===== src/rtl/serial_adder.sv =====
// Bit-serial adder/subtractor: one full-adder stage and a carry flop, LSB first.
// Operands are accepted and results returned through valid/ready handshakes.
module serial_adder #(
  parameter int W = 8
) (
  input  logic         clk,
  input  logic         rst_n,
  input  logic         start_valid,
  output logic         start_ready,
  input  logic [W-1:0] a,
  input  logic [W-1:0] b,
  input  logic         sub,
  output logic         res_valid,
  input  logic         res_ready,
  output logic [W-1:0] sum,
  output logic         carry_out,
  output logic         overflow
);
  localparam int CW = $clog2(W + 1);

  typedef enum logic [1:0] {IDLE, RUN, DONE} state_t;

  state_t        state;
  logic [W-1:0]  sh_a, sh_b;
  logic          c;
  logic [CW-1:0] cnt;
  logic          s, cn, last;

  always_comb begin
    s    = sh_a[0] ^ sh_b[0] ^ c;
    cn   = (sh_a[0] & sh_b[0]) | (sh_a[0] & c) | (sh_b[0] & c);
    last = (cnt == CW'(W - 1));
  end

  always_ff @(posedge clk or negedge rst_n) begin
    if (!rst_n) begin
      state       <= IDLE;
      start_ready <= 1'b1;
      res_valid   <= 1'b0;
      sh_a        <= '0;
      sh_b        <= '0;
      c           <= 1'b0;
      cnt         <= '0;
      sum         <= '0;
      carry_out   <= 1'b0;
      overflow    <= 1'b0;
    end else begin
      case (state)
        IDLE: if (start_valid) begin
          // Subtract is a + ~b + 1: invert B up front and seed the carry with 1.
          sh_a        <= a;
          sh_b        <= b ^ {W{sub}};
          c           <= sub;
          cnt         <= '0;
          start_ready <= 1'b0;
          state       <= RUN;
        end
        RUN: begin
          sh_a <= sh_a >> 1;
          sh_b <= sh_b >> 1;
          c    <= cn;
          sum  <= (sum >> 1) | (W'(s) << (W - 1));
          if (last) begin
            carry_out <= cn;
            overflow  <= c ^ cn;
            res_valid <= 1'b1;
            state     <= DONE;
          end else begin
            cnt <= cnt + CW'(1);
          end
        end
        DONE: if (res_ready) begin
          res_valid   <= 1'b0;
          start_ready <= 1'b1;
          state       <= IDLE;
        end
        default: state <= IDLE;
      endcase
    end
  end
endmodule


===== config.mk =====
export PLATFORM = sky130hd
export DESIGN_NAME = serial_adder
export DESIGN_NICKNAME = d
export VERILOG_FILES = /design/src/rtl/serial_adder.sv
export SDC_FILE = /design/constraint.sdc
export NUM_CORES = 1
export LEC_CHECK = 0
export CORE_UTILIZATION = 39
export DETAILED_ROUTE_END_ITERATION = 6
export SYNTH_ARGS = -nofsm -noshare
export SYNTH_HDL_FRONTEND = slang
export SYNTH_SLANG_ARGS = --single-unit

===== constraint.sdc =====
create_clock -name clk -period 4.35 [get_ports clk]
set_input_delay 0.87 -clock clk [delete_from_list [all_inputs] [get_ports clk]]
set_output_delay 0.87 -clock clk [all_outputs]
set_load 0.02 [all_outputs]

# After elaboration in Yosys (flattened, before gate mapping)
# Cells that the tools add are included.
# word_totals
output_inout_bits	12
input_bits	21
word_cells	57
register_bits	35
# classes
n_eq_ne	7
reduce_logical	10
addsub	1
n_bitwise	10
mux	19
# ops
operator	n
$pmux 8 s2	2
$mux 8	2
$reduce_and 3->1	4
$mux 4	2
$ne 2x2->1 const B	4
$or 7x8->8	1
$pmux 4 s2	1
$xor 8x8->8	1
$mux 2	3
$pmux 1 s2	3
$pmux 2 s3	1
$reduce_bool 2->1	3
$mux 1	5
$add 4x1->4 const B	1
$eq 4x3->1 const B	1
$reduce_and 2->1	2
$and 1x1->1	3
$xor 1x1->1	3
$eq 2x1->1 const B	1
$eq 2x2->1 const B	1
$logic_not 2->1	1
$or 1x1->1	2

# Depth between registers and ports, before layout
# logic_depth
depth_word	4
mapped_depth	5
depth_no_buf	4

# Worst setup path after synthesis
# OpenSTA, ideal clock, no wires.
# synth_timing
kind	input port to flip-flop
startpoint	input sub
endpoint	register sh_b[2]
path_buffers	1
cell_stages	3
required_time_ps	4224
path_slack_ps	2713
arrival_time_ps	1511
setup_time_ps	126
cell_sequence	buf_2 > xor2_1 > a221o_1
# synth_via
elab_chain_len	3
# synth_lines
item	line	source
start, declared	12	input logic sub,
$xor 8x8->8	52	sh_b <= b ^ {W{sub}};
$mux 8	49	IDLE: if (start_valid) begin
$pmux 8 s2	48	case (state)
end signal, assigned	52	
end signal, assigned	60	sh_b <= sh_b >> 1;
end, declared	24	logic [W-1:0] sh_a, sh_b;
# Every way passes these cells. The select of a mux whose other input is x is not followed.
# A chain may end at the register's enable or synchronous reset.

# Worst setup path after layout
# layout_timing
startpoint	register start_ready
endpoint	output start_ready
# layout_rtl
item	line	source
start, declared	9	output logic start_ready,
start signal, assigned	38	start_ready <= 1'b1;
start signal, assigned	55	start_ready <= 1'b0;
start signal, assigned	74	start_ready <= 1'b1;
# No word-level cell between the ends.

==> impl_metrics.env <==
export IMPL_fin_nets=212
export IMPL_drt_total_wl_mm=3.56
export IMPL_synthDistinctLibCells=35
export IMPL_viasPerCell=5.21
export IMPL_start_kind="register"
export IMPL_cts_sinks=35
export IMPL_relSlewSlack_pct=47.0
export IMPL_cts_resized=0
export IMPL_ctsHoldBuffers=0
export IMPL_yosysTopAreaCellShare_pct=51.4
export IMPL_clkLatencyLatePin_ps=290
export IMPL_critical_path_max_stage_delay_ps=610
export IMPL_yosysTopAreaCell="dfrtp_1"
export IMPL_die_area_mm2=0.00451
export IMPL_synth_area_top_cells="dfrtp_1, nand2_1, a22oi_1"
export IMPL_cts_htree_levels=2
export IMPL_clkTransAtPathRegs_ps=80
export IMPL_drive_above_1_share_pct=7.89
export IMPL_netlist_instances=160
export IMPL_placementRows=23
export IMPL_place_area_mm2=0.00199
export IMPL_required_ps=3480
export IMPL_fin_crit_ps=2310
export IMPL_placedCellCount=232
export IMPL_worst_pin_slew_ps=794
export IMPL_fmax_mhz=432
export IMPL_peakVddDrop_mv=0.207
export IMPL_grt_setup_unrepaired="false"
export IMPL_worstHoldPathCells=2
export IMPL_critical_path_top_delay_family="buffers and inverters"
export IMPL_grt_overflow=0
export IMPL_fp_dieW_um=67.1
export IMPL_synth_top_cells_by_count="dfrtp_1, nand2_1, a22oi_1, o21ai_0"
export IMPL_grt_pass1_wl_mm=6.19
export IMPL_async_flop_share_pct=100
export IMPL_core_area_mm2=0.00403
export IMPL_design_area_mm2=0.00208
export IMPL_io_buffer_count=32
export IMPL_drt_initial_drc_count=57
export IMPL_cts_root_buf="clkbuf_8"
export IMPL_cts_tree="yes"
export IMPL_io_pins=33
export IMPL_crit_type="register to output port"
export IMPL_leakage_nw=0.932
export IMPL_cts_buffers=5
export IMPL_path_buf_inv=1
export IMPL_first_global_vias=1297
export IMPL_maxCapViolations=0
export IMPL_grt_max_degree=36
export IMPL_critPathSlowestCell="clkdlybuf4s50_1"
export IMPL_clockBufferDepth=2
export IMPL_final_antenna_net_count=0
export IMPL_die_h_um=67.1
export IMPL_cp_num_cells=1
export IMPL_grt_usage_pct=19.0
export IMPL_finalHoldViolCount=0
export IMPL_setup_violations=0
export IMPL_start_util_pct=41.1
export IMPL_areaGrowthSynthToFinish_pct=25.6
export IMPL_fin_setup_tns_ps=0
export IMPL_antenna_found_initial=0
export IMPL_synth_seq_cells=35
export IMPL_p_per_area_mw_per_mm2=641
export IMPL_via_count=1250
export IMPL_diodes=0
export IMPL_post_cts_buffers=0
export IMPL_hpwl_mm=2.37
export IMPL_fin_crit_sh_pct=53.2
export IMPL_place_congestion=0.748
export IMPL_drt_first_pass_iters=4
export IMPL_regArea_um2=877
export IMPL_path_cells="clkdlybuf4s50_1"
export IMPL_yosysSeqAreaShare_pct=53.0
export IMPL_nFillCells=356
export IMPL_cp_arrival_ps=1440
export IMPL_synth_nets=183
export IMPL_critPathMaxFanout=3
export IMPL_cp_end_kind="output port"
export IMPL_reg2reg_depth=3
export IMPL_postSynthAreaPerCell_um2=10.3
export IMPL_drc=0
export IMPL_finalNonFillerCells=240
export IMPL_synth_ff_type="dfrtp_1"
export IMPL_multi_input_area_um2=699
export IMPL_syn_cell_area_mm2=0.00165
export IMPL_wire_per_inst_um=14.8
export IMPL_run_status="completed"
export IMPL_maxSlewViolCount=0
export IMPL_hold_path_class="register to register"
export IMPL_fin_worst_skew_ps=7.89
export IMPL_synth_warnings=0
export IMPL_synth_edf_count=0
state kept, by name, summed over array words and instances (netlist names):
name and count:
res_valid 1, carry_out 1, sh_a 8, overflow 1
c 1, sum 8, sh_b 8, start_ready 1
state 2, cnt 4
routing by layer:
metal	GRT usage [%]	up-vias	wire length, µm	share of wire [%]
met5	0	-	0	0
met4	6.38	0	55	1.5
met3	5.65	7	121	3.4
met2	30.8	28	1730	48
met1	24.0	602	1660	47
li1	-	613	-	-
layout by cell type, fill, tap and decap left out, types with 3 or more instances in the layout:
master            n
o21ai_0           9
a21oi_1           7
nor3b_1           6
clkdlybuf4s50_1  32
a221o_1           7
a22oi_1          10
dfrtp_1          34
clkbuf_8          6
xor2_1            8
nor2_1            3
nand2_1          34
stage by stage:
stage / util [%] / total power (W) / setup slack [ps] / hold slack [ps]
6_report: 51.6 / 0.00133 / 2040 / 488
5_1_grt: 51.6 / 0.00144 / 1980 / 515
4_1_cts: 51.6 / 0.00135 / 2020 / 496
3_5_place_dp: 49.3 / 0.00110 / 1980 / 481
3_3_place_gp: 49.3 / 0.00107 / 2070 / 462
2_1_floorplan: - / 0.000921 / 2710 / 450
path summary, 6_finish.rpt:
path | startpoint | end | slack [ps]
max reg2reg | state[0] | overflow | 2150
max | start_ready | start_ready | 2040
min | sum[5] | sum[4] | 490
min reg2reg | sum[5] | sum[4] | 490
min in group asynchronous | rst_n | res_valid | 990
max in group asynchronous | rst_n | start_ready | 3030
layout make-up:
class,instances,share of cell area [%]
sequential,35,42.2
multi-input combinational,110,33.7
timing repair buffer,34,16.1
clock buffer,7,4.16
tap,50,3.01
inverter,3,0.542
clock inverter,1,0.241
logic make-up (layout without fill, tap and decap cells):
kind of cell	after synthesis	in the layout	share of synthesized area, %
and+or+nand+nor	56	56	16.1
adders and majority gates	2	2	1.97
buffers and inverters	15	45	4.69
muxes	2	2	1.82
DFF	35	35	53.0
AOI/OAI and AO/OA	41	41	17.6
xor gates and xnor gates	9	9	4.77
report_power, final:
group	switching, W	leakage, nW	internal (W)
sequential	0.000122	0.447	0.000452
combinational	0.000263	0.436	0.000248
clock	0.000117	0.0482	0.000128
Note: power is estimated with default switching activity, not from simulation.
